--- src/rtl/is_pkg_uart_controller.sv ---
// Shared UART controller constants used by the TX and RX datapaths.
// Latency: none, constants only.
// Backpressure: none, constants only.
package is_pkg_uart_controller;

    // Width of one UART character.
    localparam int DATA_W = 8;

endpackage

--- src/rtl/is_uart_rx_fsm_pkg.sv ---
// UART receiver types, oversampling constants and the bit voter.
// Latency: none, constants and a combinational helper only.
// Backpressure: none, constants only.
package is_uart_rx_fsm_pkg;

    localparam int DATA_W = is_pkg_uart_controller::DATA_W;

    typedef enum logic [2:0] {
        IDLE  = 3'd0,
        START = 3'd1,
        DATA  = 3'd2,
        PARB  = 3'd3,
        STOP  = 3'd4
    } rx_state_t;

    // Oversampling ratio and the tick positions inside one bit period.
    localparam int         OVS      = 16;
    localparam int         TICK_W   = $clog2(OVS);
    localparam logic [3:0] TICK_S0  = 4'd7;
    localparam logic [3:0] TICK_S1  = 4'd8;
    localparam logic [3:0] TICK_S2  = 4'd9;
    localparam logic [3:0] TICK_END = 4'd15;

    // 2-of-3 majority, rejects a single noisy sample near mid-bit.
    function automatic logic maj3(input logic a, input logic b, input logic c);
        return (a & b) | (a & c) | (b & c);
    endfunction

endpackage

--- src/rtl/is_uart_rx_fsm_if.sv ---
// Pad-side serial input and controller-side received-word bundle.
// Latency: none, wiring only.
// Backpressure: none; the consumer must take each word within one frame time.
interface is_uart_rx_fsm_if;
    import is_uart_rx_fsm_pkg::*;

    logic              rx_ce16_i;
    logic              rxd_i;
    logic [DATA_W-1:0] rx_data_r_o;
    logic              rx_vld_r_o;
    logic              rx_par_err_r_o;
    logic              rx_frm_err_r_o;
    logic              rxct_r_o;

    // Drives the line and baud strobe, consumes received words.
    modport master (
        output rx_ce16_i, rxd_i,
        input  rx_data_r_o, rx_vld_r_o, rx_par_err_r_o, rx_frm_err_r_o, rxct_r_o
    );

    // The receiver itself.
    modport slave (
        input  rx_ce16_i, rxd_i,
        output rx_data_r_o, rx_vld_r_o, rx_par_err_r_o, rx_frm_err_r_o, rxct_r_o
    );

endinterface

--- src/rtl/is_uart_rx_sampler.sv ---
// RXD synchronizer, 16x tick counter and 3-sample majority voter.
// Latency: 2 clk synchronizer; vote is combinational on the tick-9 strobe.
// Backpressure: none; everything advances only on rx_ce16_i.
module is_uart_rx_sampler
    import is_uart_rx_fsm_pkg::*;
(
    input  logic              clk_i,
    input  logic              rstn_i,
    input  logic              rx_ce16_i,
    input  logic              rxd_i,
    input  logic              tick_clr,
    output logic              rxd_s,
    output logic [TICK_W-1:0] tick,
    output logic              bit_smp_vld,
    output logic              bit_smp
);

    logic              rxd_m;
    logic [TICK_W-1:0] tick_cnt;
    logic              smp_a;
    logic              smp_b;

    // Two-flop synchronizer, reset high so reset never looks like a start bit.
    always_ff @(posedge clk_i or negedge rstn_i) begin
        if (!rstn_i) begin
            rxd_m <= 1'b1;
            rxd_s <= 1'b1;
        end else begin
            rxd_m <= rxd_i;
            rxd_s <= rxd_m;
        end
    end

    // tick is the index carried by the current strobe; the start-detect strobe is tick 0.
    assign tick = tick_cnt + TICK_W'(1);

    // Tick counter, restarted by the FSM when it sees a start edge.
    always_ff @(posedge clk_i or negedge rstn_i) begin
        if (!rstn_i) begin
            tick_cnt <= '0;
        end else if (rx_ce16_i) begin
            tick_cnt <= tick_clr ? '0 : tick;
        end
    end

    // Hold the first two mid-bit samples; the third is taken live at tick 9.
    always_ff @(posedge clk_i or negedge rstn_i) begin
        if (!rstn_i) begin
            smp_a <= 1'b1;
            smp_b <= 1'b1;
        end else if (rx_ce16_i) begin
            if (tick == TICK_S0) smp_a <= rxd_s;
            if (tick == TICK_S1) smp_b <= rxd_s;
        end
    end

    assign bit_smp_vld = rx_ce16_i && (tick == TICK_S2);
    assign bit_smp     = maj3(smp_a, smp_b, rxd_s);

endmodule

--- src/rtl/is_uart_rx_fsm.sv ---
// UART receiver: start, DATA_W bits LSB first, optional parity, 1 or 2 stop bits.
// Latency: rx_vld_r_o on the clk after the strobe carrying tick 9 of the last stop bit.
// Backpressure: none; one-clk valid pulse, word and flags held until the next frame.
module is_uart_rx_fsm
    import is_uart_rx_fsm_pkg::*;
#(
    parameter logic PAR_EN    = 1'b1,
    parameter logic PAR_ODD   = 1'b0,
    parameter int   STOP_BITS = 2
)(
    input  logic              clk_i,
    input  logic              rstn_i,
    is_uart_rx_fsm_if.slave   rx_if
);

    localparam logic [2:0] S_IDLE  = 3'(IDLE);
    localparam logic [2:0] S_START = 3'(START);
    localparam logic [2:0] S_DATA  = 3'(DATA);
    localparam logic [2:0] S_PARB  = 3'(PARB);
    localparam logic [2:0] S_STOP  = 3'(STOP);

    localparam int BIT_CNT_W = (DATA_W > 1) ? $clog2(DATA_W) : 1;

    logic [2:0]           state;
    logic [DATA_W-1:0]    shreg;
    logic [BIT_CNT_W-1:0] bit_cnt;
    logic                 stop_cnt;
    logic                 par_err_q;
    logic                 frm_err_q;
    logic                 brk_wait;

    logic                 rxd_s;
    logic [TICK_W-1:0]    tick;
    logic                 bit_smp_vld;
    logic                 bit_smp;
    logic                 tick_clr;
    logic                 tick_end;
    logic                 last_stop;

    // A start edge is only accepted once the line has been seen high after a break.
    assign tick_clr  = rx_if.rx_ce16_i && (state == S_IDLE) && !rxd_s && !brk_wait;
    assign tick_end  = rx_if.rx_ce16_i && (tick == TICK_END);
    assign last_stop = (stop_cnt == 1'(STOP_BITS - 1));

    is_uart_rx_sampler u_sampler (
        .clk_i       (clk_i),
        .rstn_i      (rstn_i),
        .rx_ce16_i   (rx_if.rx_ce16_i),
        .rxd_i       (rx_if.rxd_i),
        .tick_clr    (tick_clr),
        .rxd_s       (rxd_s),
        .tick        (tick),
        .bit_smp_vld (bit_smp_vld),
        .bit_smp     (bit_smp)
    );

    // Frame sequencer; the word is delivered at mid final stop bit so back-to-back frames resync.
    always_ff @(posedge clk_i or negedge rstn_i) begin
        if (!rstn_i) begin
            state                <= S_IDLE;
            shreg                <= '0;
            bit_cnt              <= '0;
            stop_cnt             <= 1'b0;
            par_err_q            <= 1'b0;
            frm_err_q            <= 1'b0;
            brk_wait             <= 1'b0;
            rx_if.rx_data_r_o    <= '0;
            rx_if.rx_vld_r_o     <= 1'b0;
            rx_if.rx_par_err_r_o <= 1'b0;
            rx_if.rx_frm_err_r_o <= 1'b0;
            rx_if.rxct_r_o       <= 1'b1;
        end else begin
            rx_if.rx_vld_r_o <= 1'b0;
            if (brk_wait && rx_if.rx_ce16_i && rxd_s) begin
                brk_wait <= 1'b0;
            end
            case (state)
                S_IDLE: begin
                    if (tick_clr) begin
                        state          <= S_START;
                        par_err_q      <= 1'b0;
                        frm_err_q      <= 1'b0;
                        rx_if.rxct_r_o <= 1'b0;
                    end
                end
                S_START: begin
                    if (bit_smp_vld && bit_smp) begin
                        state          <= S_IDLE;
                        rx_if.rxct_r_o <= 1'b1;
                    end else if (tick_end) begin
                        state   <= S_DATA;
                        bit_cnt <= '0;
                    end
                end
                S_DATA: begin
                    if (bit_smp_vld) begin
                        shreg <= {bit_smp, shreg[DATA_W-1:1]};
                    end
                    if (tick_end) begin
                        if (bit_cnt == BIT_CNT_W'(DATA_W - 1)) begin
                            state    <= PAR_EN ? S_PARB : S_STOP;
                            stop_cnt <= 1'b0;
                        end else begin
                            bit_cnt <= bit_cnt + BIT_CNT_W'(1);
                        end
                    end
                end
                S_PARB: begin
                    if (bit_smp_vld) begin
                        par_err_q <= bit_smp ^ (^shreg) ^ PAR_ODD;
                    end
                    if (tick_end) begin
                        state    <= S_STOP;
                        stop_cnt <= 1'b0;
                    end
                end
                S_STOP: begin
                    if (bit_smp_vld) begin
                        if (last_stop) begin
                            state                <= S_IDLE;
                            rx_if.rx_data_r_o    <= shreg;
                            rx_if.rx_par_err_r_o <= par_err_q;
                            rx_if.rx_frm_err_r_o <= frm_err_q | ~bit_smp;
                            rx_if.rx_vld_r_o     <= 1'b1;
                            rx_if.rxct_r_o       <= 1'b1;
                            brk_wait             <= ~bit_smp;
                        end else if (!bit_smp) begin
                            frm_err_q <= 1'b1;
                        end
                    end else if (tick_end) begin
                        stop_cnt <= stop_cnt + 1'b1;
                    end
                end
                default: begin
                    state          <= S_IDLE;
                    rx_if.rxct_r_o <= 1'b1;
                end
            endcase
        end
    end

endmodule

--- src/flat_wrapper.sv ---
// flat-port wrapper written by rule: the top's interface ports become plain ports
module is_uart_rx_fsm_flat import is_uart_rx_fsm_pkg::*;
#(
    parameter logic PAR_EN    = 1'b1,
    parameter logic PAR_ODD   = 1'b0,
    parameter int   STOP_BITS = 2
)
  (clk_i, rstn_i, rx_if_rx_ce16_i, rx_if_rxd_i, rx_if_rx_data_r_o, rx_if_rx_vld_r_o, rx_if_rx_par_err_r_o, rx_if_rx_frm_err_r_o, rx_if_rxct_r_o);
  is_uart_rx_fsm_if rx_if_i ();
  input  logic clk_i;
  input  logic rstn_i;
  input wire logic [$bits(rx_if_i.rx_ce16_i)-1:0] rx_if_rx_ce16_i;
  input wire logic [$bits(rx_if_i.rxd_i)-1:0] rx_if_rxd_i;
  output wire logic [$bits(rx_if_i.rx_data_r_o)-1:0] rx_if_rx_data_r_o;
  output wire logic [$bits(rx_if_i.rx_vld_r_o)-1:0] rx_if_rx_vld_r_o;
  output wire logic [$bits(rx_if_i.rx_par_err_r_o)-1:0] rx_if_rx_par_err_r_o;
  output wire logic [$bits(rx_if_i.rx_frm_err_r_o)-1:0] rx_if_rx_frm_err_r_o;
  output wire logic [$bits(rx_if_i.rxct_r_o)-1:0] rx_if_rxct_r_o;
  assign rx_if_i.rx_ce16_i = rx_if_rx_ce16_i;
  assign rx_if_i.rxd_i = rx_if_rxd_i;
  assign rx_if_rx_data_r_o = rx_if_i.rx_data_r_o;
  assign rx_if_rx_vld_r_o = rx_if_i.rx_vld_r_o;
  assign rx_if_rx_par_err_r_o = rx_if_i.rx_par_err_r_o;
  assign rx_if_rx_frm_err_r_o = rx_if_i.rx_frm_err_r_o;
  assign rx_if_rxct_r_o = rx_if_i.rxct_r_o;
  is_uart_rx_fsm #(.PAR_EN(PAR_EN), .PAR_ODD(PAR_ODD), .STOP_BITS(STOP_BITS)) u_core (.clk_i(clk_i), .rstn_i(rstn_i), .rx_if(rx_if_i));
endmodule
--- config.mk ---
export PLATFORM = sky130hd
export DESIGN_NAME = is_uart_rx_fsm_flat
export DESIGN_NICKNAME = d
export VERILOG_FILES = /design/src/rtl/is_pkg_uart_controller.sv /design/src/rtl/is_uart_rx_fsm_pkg.sv /design/src/rtl/is_uart_rx_fsm_if.sv /design/src/rtl/is_uart_rx_sampler.sv /design/src/rtl/is_uart_rx_fsm.sv /design/src/flat_wrapper.sv
export SDC_FILE = /design/constraint.sdc
export NUM_CORES = 1
export LEC_CHECK = 0
export CAP_MARGIN = 20
export CORE_ASPECT_RATIO = 1.25
export CORE_MARGIN = 10
export CORE_UTILIZATION = 50
export DETAILED_ROUTE_END_ITERATION = 8
export DONT_BUFFER_PORTS = 1
export GPL_ROUTABILITY_DRIVEN = 1
export GPL_TIMING_DRIVEN = 0
export SYNTH_ARGS = -nofsm -noshare
export SYNTH_HDL_FRONTEND = slang
export SYNTH_SLANG_ARGS = --single-unit
--- constraint.sdc ---
create_clock -name clk_i -period 2 [get_ports clk_i]
set_input_delay 0 -clock clk_i [delete_from_list [all_inputs] [get_ports clk_i]]
set_output_delay 0 -clock clk_i [all_outputs]
set_load 0.005 [all_outputs]
* Word level (Yosys, flattened, before mapping) *
Cells that the tools add are included.

word-level totals
  register bits after elaboration = 38
  input port bits = 4

cells by class
  $add $sub $neg = 3
  equal/unequal tests = 25
  multiplexer cells = 39
  bitwise operators = 9
  reductions and logical operators = 27

operators by type and width
  operator               count
  $mux W3                12
  $mux W1                20
  $ne A2 B1 Y1 const B   9
  $pmux W3 S5            1
  $reduce_and A5 Y1      3
  $eq A4 B4 Y1 const B   3
  $ne A2 B2 Y1 const B   6
  $logic_and A1 B1 Y1    8
  $reduce_xor A8 Y1      1
  $reduce_and A7 Y1      1
  $eq A3 B2 Y1 const B   2
  $eq A3 B3 Y1 const B   2
  $pmux W3 S2            1
  $reduce_and A2 Y1      3
  $reduce_and A3 Y1      2
  $reduce_and A6 Y1      1
  $reduce_bool A2 Y1     3
  $add A4 B1 Y4 const B  1
  $eq A4 B3 Y1 const B   1
  $mux W4                1
  $pmux W1 S2            2
  $pmux W1 S4            1
  $add A3 B1 Y3 const B  1
  $and A1 B1 Y1          3
  other kinds (11)       15

* Depth between registers and ports, before layout *
Gate-level depths: netlist of run 1.

  depth after elaboration = 7
  gate-level depth with buffers = 7
  mapped depth without buffers = 6

* Hierarchy *
A second synthesis of run 1 with hierarchy kept.

unflattened totals
  cells, all modules = 155
  area total of the unflattened synthesis = 1876.8 um2

by module, submodules not included
  module              times used  cells an instance  area each (um2)
  is_uart_rx_fsm      1           112                1423.9
  is_uart_rx_sampler  1           43                 452.9

* Worst setup path after synthesis of run 1 *
No wires, ideal clock.

  kind = register -> register
  from = register u_core.u_sampler.tick_cnt[1]
  to = register u_core.rx_if.rx_data_r_o[1]
  setup time = 0.125 ns
  arrival time = 1.697 ns
  path slack = 0.179 ns
  cell stages (with the launch flop) = 7
  buffers on the path = 1
  period minus slack after synthesis = 1.821 ns
  path through = dfrtp_1 > ha_1 > inv_1 > mux2i_4 > nor3_4 > buf_6 > mux2_2

on the way
  cells in the longest elaborated chain, start to end = 4

RTL lines
  item                         RTL line                  text
  from (decl)                  is_uart_rx_sampler.sv:19  logic [TICK_W-1:0] tick_cnt;
  from (signal assigned)       is_uart_rx_sampler.sv:42  tick_cnt <= tick_clr ? '0 : tick;
  $add A4 B1 Y4                is_uart_rx_sampler.sv:35  assign tick = tick_cnt + TICK_W'(1);
  $eq A4 B4 Y1                 is_uart_rx_sampler.sv:57  assign bit_smp_vld = rx_ce16_i && (tick == TICK_S2);
  $logic_and A1 B1 Y1          is_uart_rx_sampler.sv:57
  $reduce_and A3 Y1 (no line)  --
  to (signal assigned)         is_uart_rx_fsm.sv:121     rx_if.rx_data_r_o <= shreg;
  to (decl)                    is_uart_rx_fsm_if.sv:24   output rx_data_r_o, rx_vld_r_o, rx_par_err_r_o, rx_frm_err_r_o, rxct_r_o

Every way passes these cells.
A chain may end at the register's enable or synchronous reset.

* Worst setup path in the final report of run 1 *
  from = register u_core.u_sampler.rxd_s
  to = register u_core.bit_cnt[1]

on the way
  cells in the longest elaborated chain, start to end = 6

RTL lines
  item                           RTL line                  text
  from (decl)                    is_uart_rx_sampler.sv:12  output logic rxd_s,
  from (signal assigned)         is_uart_rx_sampler.sv:30  rxd_s <= rxd_m;
  $and A1 B1 Y1                  is_uart_rx_fsm_pkg.sv:26  return (a & b) | (a & c) | (b & c);
  $or A1 B1 Y1                   is_uart_rx_fsm_pkg.sv:26
  $or A1 B1 Y1 *                 is_uart_rx_fsm_pkg.sv:26
  $logic_and A1 B1 Y1 *          is_uart_rx_fsm.sv:87      if (bit_smp_vld && bit_smp) begin
  $ne A2 B2 Y1 (no line) *       --
  $reduce_and A5 Y1 (no line) *  --
  to (signal assigned)           is_uart_rx_fsm.sv:104     bit_cnt <= bit_cnt + BIT_CNT_W'(1);
  to (decl)                      is_uart_rx_fsm.sv:26      logic [BIT_CNT_W-1:0] bit_cnt;

Every way passes the cells marked *; elsewhere a longest branch is shown, timed or not.

==> reports/qor.csv, run 1 <==
metric,value,unit
outcome,completed,
hpwl dp,2.68,mm
met2 usage,0.200,
"Cell Area, Synth",0.00197,mm^2
YS warnings,0,
Max-slew headroom,0.731,
Tot GR Track Use,0.112,
Worst Hold Class,input port to flop,
post-synth top area cell,dfrtp_1,
WL/cell,15.6,um
synth unique cells,47,
via count,1298,
largest family of logic cells by synthesized area,multiplexers,
antenna violations before repair,0,
die area,0.00686,mm^2
Clock transition at path regs,0.07,ns
Synth Area in Compound Gates,0.118,
RSZ-0062 raised after global routing,true,
"Clk Latency, worst-skew pair",0.28,ns
Clock Sinks,38,
FP Rows,25,
CTS tree,done,
Leak,1.03,nW
core area,0.00378,mm^2
Clk pwr share,0.297,
starting density of the core,0.520,
Worst path max stage delay,0.39,ns
busiest grt layer,met2,
kind of critical path,flop to flop,
crit-path cells,maj3_2 -> o2111a_2 -> a211o_1 -> a211o_1 -> a22o_1,
Die Span Y,90.1,um
ys flop type,dfrtp_1,
GRT overflow,0,
ANT nets after route,0,
vias in the first global route,1394,
Seq pwr share,0.387,
"wirelength, routed",3.70,mm
"EDFF count, synth",0,
via density per instance,5.48,
IO Pins,16,
Critical path buffers and inverters,0,
post-synthesis xor/xnor area fraction,0.0572,
CP arrival,2.11,ns
# port buffers,0,
top-area cell type share of the netlist area,0.420,
first-pass GRT wire length,6.45,mm
CP Capture Type,flop,
Post-Route Setup TNS,0,ns
worst-path fanout max,6,
Max VDD drop,0.480,mV
Final min period,1.94,ns
WP data required,2.17,ns
Syn Inst Count,168,
die width,76.1,um
share of layout cells above drive strength 1,0.317,
ys async rst share,1.00,
post-synthesis register bit count,38,
final setup fails,0,
Nets,192,
H-Tree Depth,2,
largest net degree at the start of global routing,39,
clock skew,0.00525,ns
CP startpoint kind,flop,
Synth Area in Simple Gates,0.127,
Internal,1.83,mW
Pre-Repair DR Iteration Count,5,
met3 GRT Util,0.0388,
clk root buf,clkbuf_8,
"count leader, synth",dfrtp_1,
pwr/cell area,1170,mW/mm^2
worst slew pin tran,0.403,ns
CP max stage cell,dfstp_2,
# DRC,0,
area delta synth->final,16.5,%
Inserted Diodes,0,
Fmax,516,MHz
switch share,0.318,
synth top area cells,"dfrtp_1 (42%), mux2_2 (11%), dfstp_2 (6.7%), ha_1 (3.8%), xnor2_1 (3.6%)",
Avg Inst Size Synth,11.7,um^2
"Seq/Total Area, Yosys",0.486,
net switching power,0.850,mW
"Largest delay share family, worst path",compound AO/OA/AOI/OAI gates,
"Cell Area, Placed",0.00204,mm^2
MaxCap Viol Count,0,
syn_nets,178,
fin. max-slew vios,0,
Final Hold Fails,0,
grt met1 use,0.121,
Comb power frac,0.316,
DRT iter0 DRCs,72,
"top cells by count, synth","dfrtp_1 (33), mux2_2 (20), nand2_1 (15)",
routability congestion estimate,0.824,
mux contribution to synthesized area,0.141,
Finished Core Util,0.606,
Num CTS Buffers,5,
Adder-Cell Fraction of Synth Area,0.0439,
final instance area,0.00229,mm^2
fin crit share,0.969,
CP dominant cell by count,a211o_1,
worst-case clock buffer depth,2,
[what timing repair did]
action,CTS,global route
pin swaps,0,2
setup endpoints to repair,20,20
resized for setup,3,9
endpoints found under the hold margin,40,0
setup buffers,2,1
hold buffers,4,0
[power groups by stage]
stage,clock [mW],combinational (mW),sequential [mW]
after floorplan,0,0.649,1.01
after global placement,0,0.756,1.03
after detailed placement,0,0.776,1.04
after CTS,0.813,0.840,1.02
after global routing,0.848,0.953,1.06
final,0.795,0.845,1.04
[stage by stage]
step	instances	total power, mW	setup slack (ns)	hold slack (ns)
6_report	237	2.68	0.0622	0.109
5_1_grt	237	2.86	-0.00839	0.118
4_1_cts	236	2.67	0.00441	0.116
3_5_place_dp	222	1.82	-0.0914	-0.294
3_3_place_gp	222	1.79	-0.111	-0.294
2_1_floorplan	168	1.66	0.179	-0.296
[worst reg2reg max path, delay by kind of cell (launching register included)]
kind	cells	cell delay (ns)
flops	1	0.39
compound gates	4	1.06
fa+ha+maj	1	0.38
[final timing paths]
check	slack, ns	to	startpoint	cells past startpoint
max	0.06	u_core.bit_cnt[1]	u_core.u_sampler.rxd_s	5
min	0.11	u_core.rx_if.rx_vld_r_o	rx_if_rx_ce16_i	3
max reg2reg	0.06	u_core.bit_cnt[1]	u_core.u_sampler.rxd_s	5
min reg2reg	0.36	u_core.u_sampler.rxd_s	u_core.u_sampler.rxd_m	0
max in group asynchronous	1.58	u_core.u_sampler.rxd_s	rstn_i	2
min in group asynchronous	0.16	u_core.u_sampler.tick_cnt[2]	rstn_i	2
[kinds of logic (layout without fill, tap and decap cells)]
group,Yosys count,count (layout)
muxes,24,24
DFF,38,38
xor gates and xnor gates,12,12
AOI/OAI and AO/OA,32,32
adders and majority gates,7,7
buffers and inverters,11,26
and+or+nand+nor,44,44
[sequential cells by signal (all words and copies together), names as in the netlist, 3 cells and up]
register                   flops
u_core.u_sampler.tick_cnt      4
u_core.shreg                   8
u_core.bit_cnt                 3
u_core.state                   3
u_core.rx_if.rx_data_r_o       8
[per-layer routing]
metal	up-vias	wire (um)
met5	-	0
met4	0	24
met3	2	211
met2	28	1960
met1	640	1510
li1	628	-
[layout make-up]
class / instances / area, um^2
Buffer: 6 / 35.0
Multi-Input combinational cell: 119 / 978
Sequential cell: 38 / 961
Timing Repair Buffer: 7 / 88.8
Clock buffer: 6 / 82.6
Tap cell: 54 / 67.6
Clock inverter: 2 / 60.1
Fill cell: 333 / 1490
Inverter: 5 / 18.8
[cells in the final DEF, fill, tap and decap left out, drive strengths merged, types with 4 or more instances in the layout]
cell,netlist,layout
nand2,15,15
buf,2,6
mux2i,4,4
ha,6,6
xnor2,9,9
nand3,6,6
nor2,7,7
dfrtp,33,33
a21oi,4,4
clkbuf,4,10
dfstp,5,5
o21ai,8,8
mux2,20,20
inv,5,5
Note: power is estimated with default switching activity, not from simulation.
==> run 2: changes to the inputs <==
CORE_MARGIN = 5   (was 10)
clock period = 2.5 ns   (was 2 ns; I/O delays follow)
==> reports/qor.csv, run 2 (synthesis gave the netlist of run 1 again) <==
metric,value,unit
flop2flop setup slack,0.39,ns
CTS tree,done,
net switching power,0.675,mW
DRT iter0 DRCs,74,
IO Pins,16,
starting density of the core,0.520,
"commonest non-fill, non-tap cell in the layout",dfrtp_1,
Clk pwr share,0.303,
GRT overflow,0,
Clock transition at path regs,0.08,ns
CP startpoint kind,flop,
outcome,completed,
core area,0.00378,mm^2
worst slew pin tran,0.596,ns
Post-Route Setup TNS,0,ns
Pre-Repair DR Iteration Count,4,
Nets,188,
WL/cell,15.6,um
Max VDD drop,0.455,mV
vias in the first global route,1377,
Fmax,475,MHz
via count,1293,
first-pass GRT wire length,6.55,mm
Final min period,2.11,ns
# DRC,0,
Internal,1.43,mW
cts repair resizes,0,
H-Tree Depth,2,
Num CTS Buffers,5,
area delta synth->final,12.7,%
final setup fails,0,
CP Capture Type,flop,
placed insts,222,
fin crit share,0.843,
Reg2Reg Depth,4,
clock skew,0.00704,ns
Leak,1.01,nW
worst hold path stage count,2,
Final Hold Fails,0,
"Cell Count, Final, Fillers Out",233,
Inserted Diodes,0,
die width,66.1,um
Max-slew headroom,0.602,
Clock Sinks,38,
clk root buf,clkbuf_8,
"commonest non-fill, non-tap cells in the layout","dfrtp_1 (33), mux2_2 (20), nand2_1 (15)",
Hold WS,0.0102,ns
Die Span Y,80.1,um
# port buffers,0,
final instance area,0.00222,mm^2
Comb power frac,0.308,
kind of critical path,flop to flop,
PnR Total Power,2.11,mW
pwr/cell area,949,mW/mm^2
Fillers,329,
"wirelength, routed",3.63,mm
worst-case clock buffer depth,2,
worst-path fanout max,9,
"Clk Latency, worst-skew pair",0.29,ns
CP arrival,2.28,ns
switch share,0.320,
Worst Hold Class,input port to flop,
die area,0.00530,mm^2
routability congestion estimate,0.771,
Post CTS Setup Buffer Count,0,
Seq pwr share,0.389,
FP Rows,25,
ANT nets after route,0,
largest registers,"u_core.rx_if.rx_data_r_o x8, u_core.shreg x8, u_core.u_sampler.tick_cnt x4",
"Cell Area, Placed",0.00204,mm^2
MaxCap Viol Count,0,
fin. max-slew vios,0,
hpwl dp,2.63,mm
share of layout cells above drive strength 1,0.257,
Tot GR Track Use,0.161,
via density per instance,5.55,
RSZ-0062 raised after global routing,false,
antenna violations before repair,0,
largest net degree at the start of global routing,39,
WP data required,2.67,ns
==> run 2: metal layers <==
metal / GRT usage / wire [um]
met1: 0.193 / 1440
met2: 0.276 / 1960
met3: 0.0448 / 184
met4: 0.0488 / 51
met5: 0 / 0
==> run 2: path summary, 6_finish.rpt <==
path	to	startpoint
max reg2reg	u_core.shreg[0]	u_core.state[0]
max	u_core.shreg[0]	u_core.state[0]
min in group asynchronous	u_core.u_sampler.tick_cnt[3]	rstn_i
min	u_core.par_err_q	rx_if_rx_ce16_i
max in group asynchronous	u_core.u_sampler.smp_b	rstn_i
min reg2reg	u_core.u_sampler.rxd_s	u_core.u_sampler.rxd_m
==> run 2: cell type report <==
type / instances / area, um^2 / area share
repair buffers: 3 / 40.0 / 0.0180
inverters: 5 / 18.8 / 0.00846
clock buffers: 6 / 82.6 / 0.0372
clock inverters: 2 / 60.1 / 0.0271
well taps: 54 / 67.6 / 0.0305
plain buffers: 6 / 33.8 / 0.0152
flip-flops and latches: 38 / 957 / 0.431
multi-input cells: 119 / 958 / 0.432
==> run 2: worst max-delay path: stages (launching register included) <==
cell,delay [ns]
dfrtp_1,0.36
clkbuf_1,0.18
nor3b_1,0.54
nor3b_4,0.51
mux2_2,0.39
==> run 2: metrics by stage <==
stage | util | worst slack [ns]
2_1_floorplan | - | 0.679
3_3_place_gp | 0.538 | 0.384
3_5_place_dp | 0.538 | 0.367
4_1_cts | 0.586 | 0.363
5_1_grt | 0.586 | 0.213
6_report | 0.586 | 0.393
==> run 2: power by group through the flow <==
stage                     clock network [mW]  logic, mW  registers [mW]
after floorplan                            0      0.519           0.806
after global placement                     0      0.607           0.828
after detailed placement                   0      0.626           0.833
after CTS                              0.651      0.652           0.822
after global routing                   0.686      0.725           0.837
final                                  0.637      0.649           0.820
==> run 2: what timing repair did <==
item	in CTS	in global routing
hold endpoints to repair	39	0
endpoints found under the setup margin	0	0
hold buffers	3	0
==> run 3: changes to the inputs <==
clock period = 2.1 ns   (was 2.5 ns; I/O delays follow)
==> reports/qor.csv, run 3 (synthesis gave the netlist of run 1 again) <==
metric,value,unit
Clock transition at path regs,0.07,ns
final instance area,0.00225,mm^2
Inserted Diodes,0,
largest registers,"u_core.rx_if.rx_data_r_o x8, u_core.shreg x8, u_core.u_sampler.tick_cnt x4",
Internal,1.72,mW
switch share,0.321,
via density per instance,5.62,
final worst slack,0.128,ns
first-pass GRT wire length,6.56,mm
crit-path cells,ha_2 -> inv_1 -> mux2i_4 -> nor3_4 -> buf_6 -> mux2_2,
worst-case clock buffer depth,2,
WL/cell,15.6,um
largest net degree at the start of global routing,39,
worst-path fanout max,10,
area delta synth->final,14.4,%
antenna violations before repair,0,
Clk pwr share,0.300,
ANT nets after route,0,
pwr/cell area,1120,mW/mm^2
outcome,completed,
r2r endpoint,u_core.rx_if.rx_par_err_r_o,
CP startpoint,u_core.u_sampler.tick_cnt[0],
clk root buf,clkbuf_8,
Max-slew headroom,0.701,
Final Hold Fails,0,
Comb power frac,0.312,
FP Rows,25,
kind of critical path,flop to flop,
CP max stage cell,dfrtp_1,
"Cell Area, Placed",0.00204,mm^2
"commonest non-fill, non-tap cell in the layout",dfrtp_1,
fin. max-slew vios,0,
CP startpoint kind,flop,
Seq pwr share,0.388,
Tot GR Track Use,0.162,
Leak,1.01,nW
die area,0.00530,mm^2
flop2flop setup slack,0.13,ns
CP arrival,2.15,ns
Reg2Reg Launch Point,u_core.u_sampler.tick_cnt[0],
Pre-Repair DR Iteration Count,4,
PnR Total Power,2.53,mW
"wirelength, routed",3.66,mm
H-Tree Depth,2,
IO Pins,16,
Worst path max stage delay,0.43,ns
fin crit share,0.939,
hpwl dp,2.63,mm
vias in the first global route,1387,
Final min period,1.97,ns
pre-CTS setup slack,-0.0328,ns
# port buffers,0,
Max VDD drop,0.540,mV
crit path capture,u_core.rx_if.rx_par_err_r_o,
Hold WS,0.00527,ns
"Clk Latency, worst-skew pair",0.29,ns
Nets,189,
"commonest non-fill, non-tap cells in the layout","dfrtp_1 (31), mux2_2 (20), nand2_1 (14)",
Die Span Y,80.1,um
die width,66.1,um
share of layout cells above drive strength 1,0.289,
final setup fails,0,
Fmax,507,MHz
# DRC,0,
core area,0.00378,mm^2
GRT overflow,0,
MaxCap Viol Count,0,
CTS tree,done,
CP Capture Type,flop,
via count,1316,
worst slew pin tran,0.448,ns
Num CTS Buffers,5,
WP data required,2.27,ns
starting density of the core,0.520,
net switching power,0.812,mW
Worst Hold Class,input port to flop,
DRT iter0 DRCs,66,
Reg2Reg Depth,6,
clock skew,0.00720,ns
RSZ-0062 raised after global routing,false,
Clock Sinks,38,
routability congestion estimate,0.771,
[run 3: cell count changes in the layout (fill, tap and decap cells not counted)]
cell,delta
nand2_1,-1
dfrtp_1,-2
nor3b_2,+1
ha_1,-1
ha_2,+1
nor3b_1,-1
nand2_2,+1
dfrtp_2,+2
buf_12,+1
[run 3: worst min path at each step]
stage / cells past startpoint / start / to / slack, ns
CTS: 2 / rx_if_rx_ce16_i / u_core.par_err_q / 0.009
finish: 2 / rx_if_rx_ce16_i / u_core.par_err_q / 0.005
floorplan: 0 / rstn_i / u_core.bit_cnt[0] / -0.30
global placement: 0 / rstn_i / u_core.u_sampler.tick_cnt[0] / -0.29
detailed placement: 0 / rstn_i / u_core.u_sampler.tick_cnt[0] / -0.29
global route: 2 / rx_if_rx_ce16_i / u_core.par_err_q / 0.04
[run 3: final cells by class]
cell class	count	area, um^2
clock buffers	6	82.6
well taps	54	67.6
clock inverters	2	60.1
inverters	5	18.8
flip-flops and latches	38	960
repair buffers	4	60.1
plain buffers	6	33.8
multi-input cells	119	968
fillers	320	1530
[run 3: repair_timing]
action | in CTS | in global routing
setup buffers | 0 | 1
pin swaps | 0 | 1
hold endpoints to repair | 39 | 0
gates resized for setup | 1 | 4
hold buffers | 3 | 0
setup endpoints to repair | 8 | 20
[run 3: worst max-delay path, delay by kind of cell, from the launching register on]
kind          cells  cell delay (ns)
mux               2             0.59
fa+ha+maj         1             0.26
simple gates      1             0.28
buf+inv           2             0.29
flops             1             0.43
[run 3: power by group through the flow]
stage	clock, mW	sequential (mW)	combinational [mW]
5_1_grt	0.816	1.00	0.874
2_1_floorplan	0	0.960	0.618
3_5_place_dp	0	0.992	0.746
4_1_cts	0.776	0.978	0.780
6_report	0.759	0.980	0.788
3_3_place_gp	0	0.986	0.723
[run 3: stage by stage]
stage	cells	setup TNS, ns	util
2_1_floorplan	168	0	-
3_3_place_gp	222	-0.111	0.538
3_5_place_dp	222	-0.182	0.538
4_1_cts	233	0	0.587
5_1_grt	234	0	0.595
6_report	234	0	0.595
[run 3: layer usage]
layer	up-vias	share of wire	GRT usage
met5	-	0	0
met4	0	0.014	0.0488
met1	667	0.40	0.192
li1	625	-	-
met2	18	0.54	0.281
met3	6	0.045	0.0448
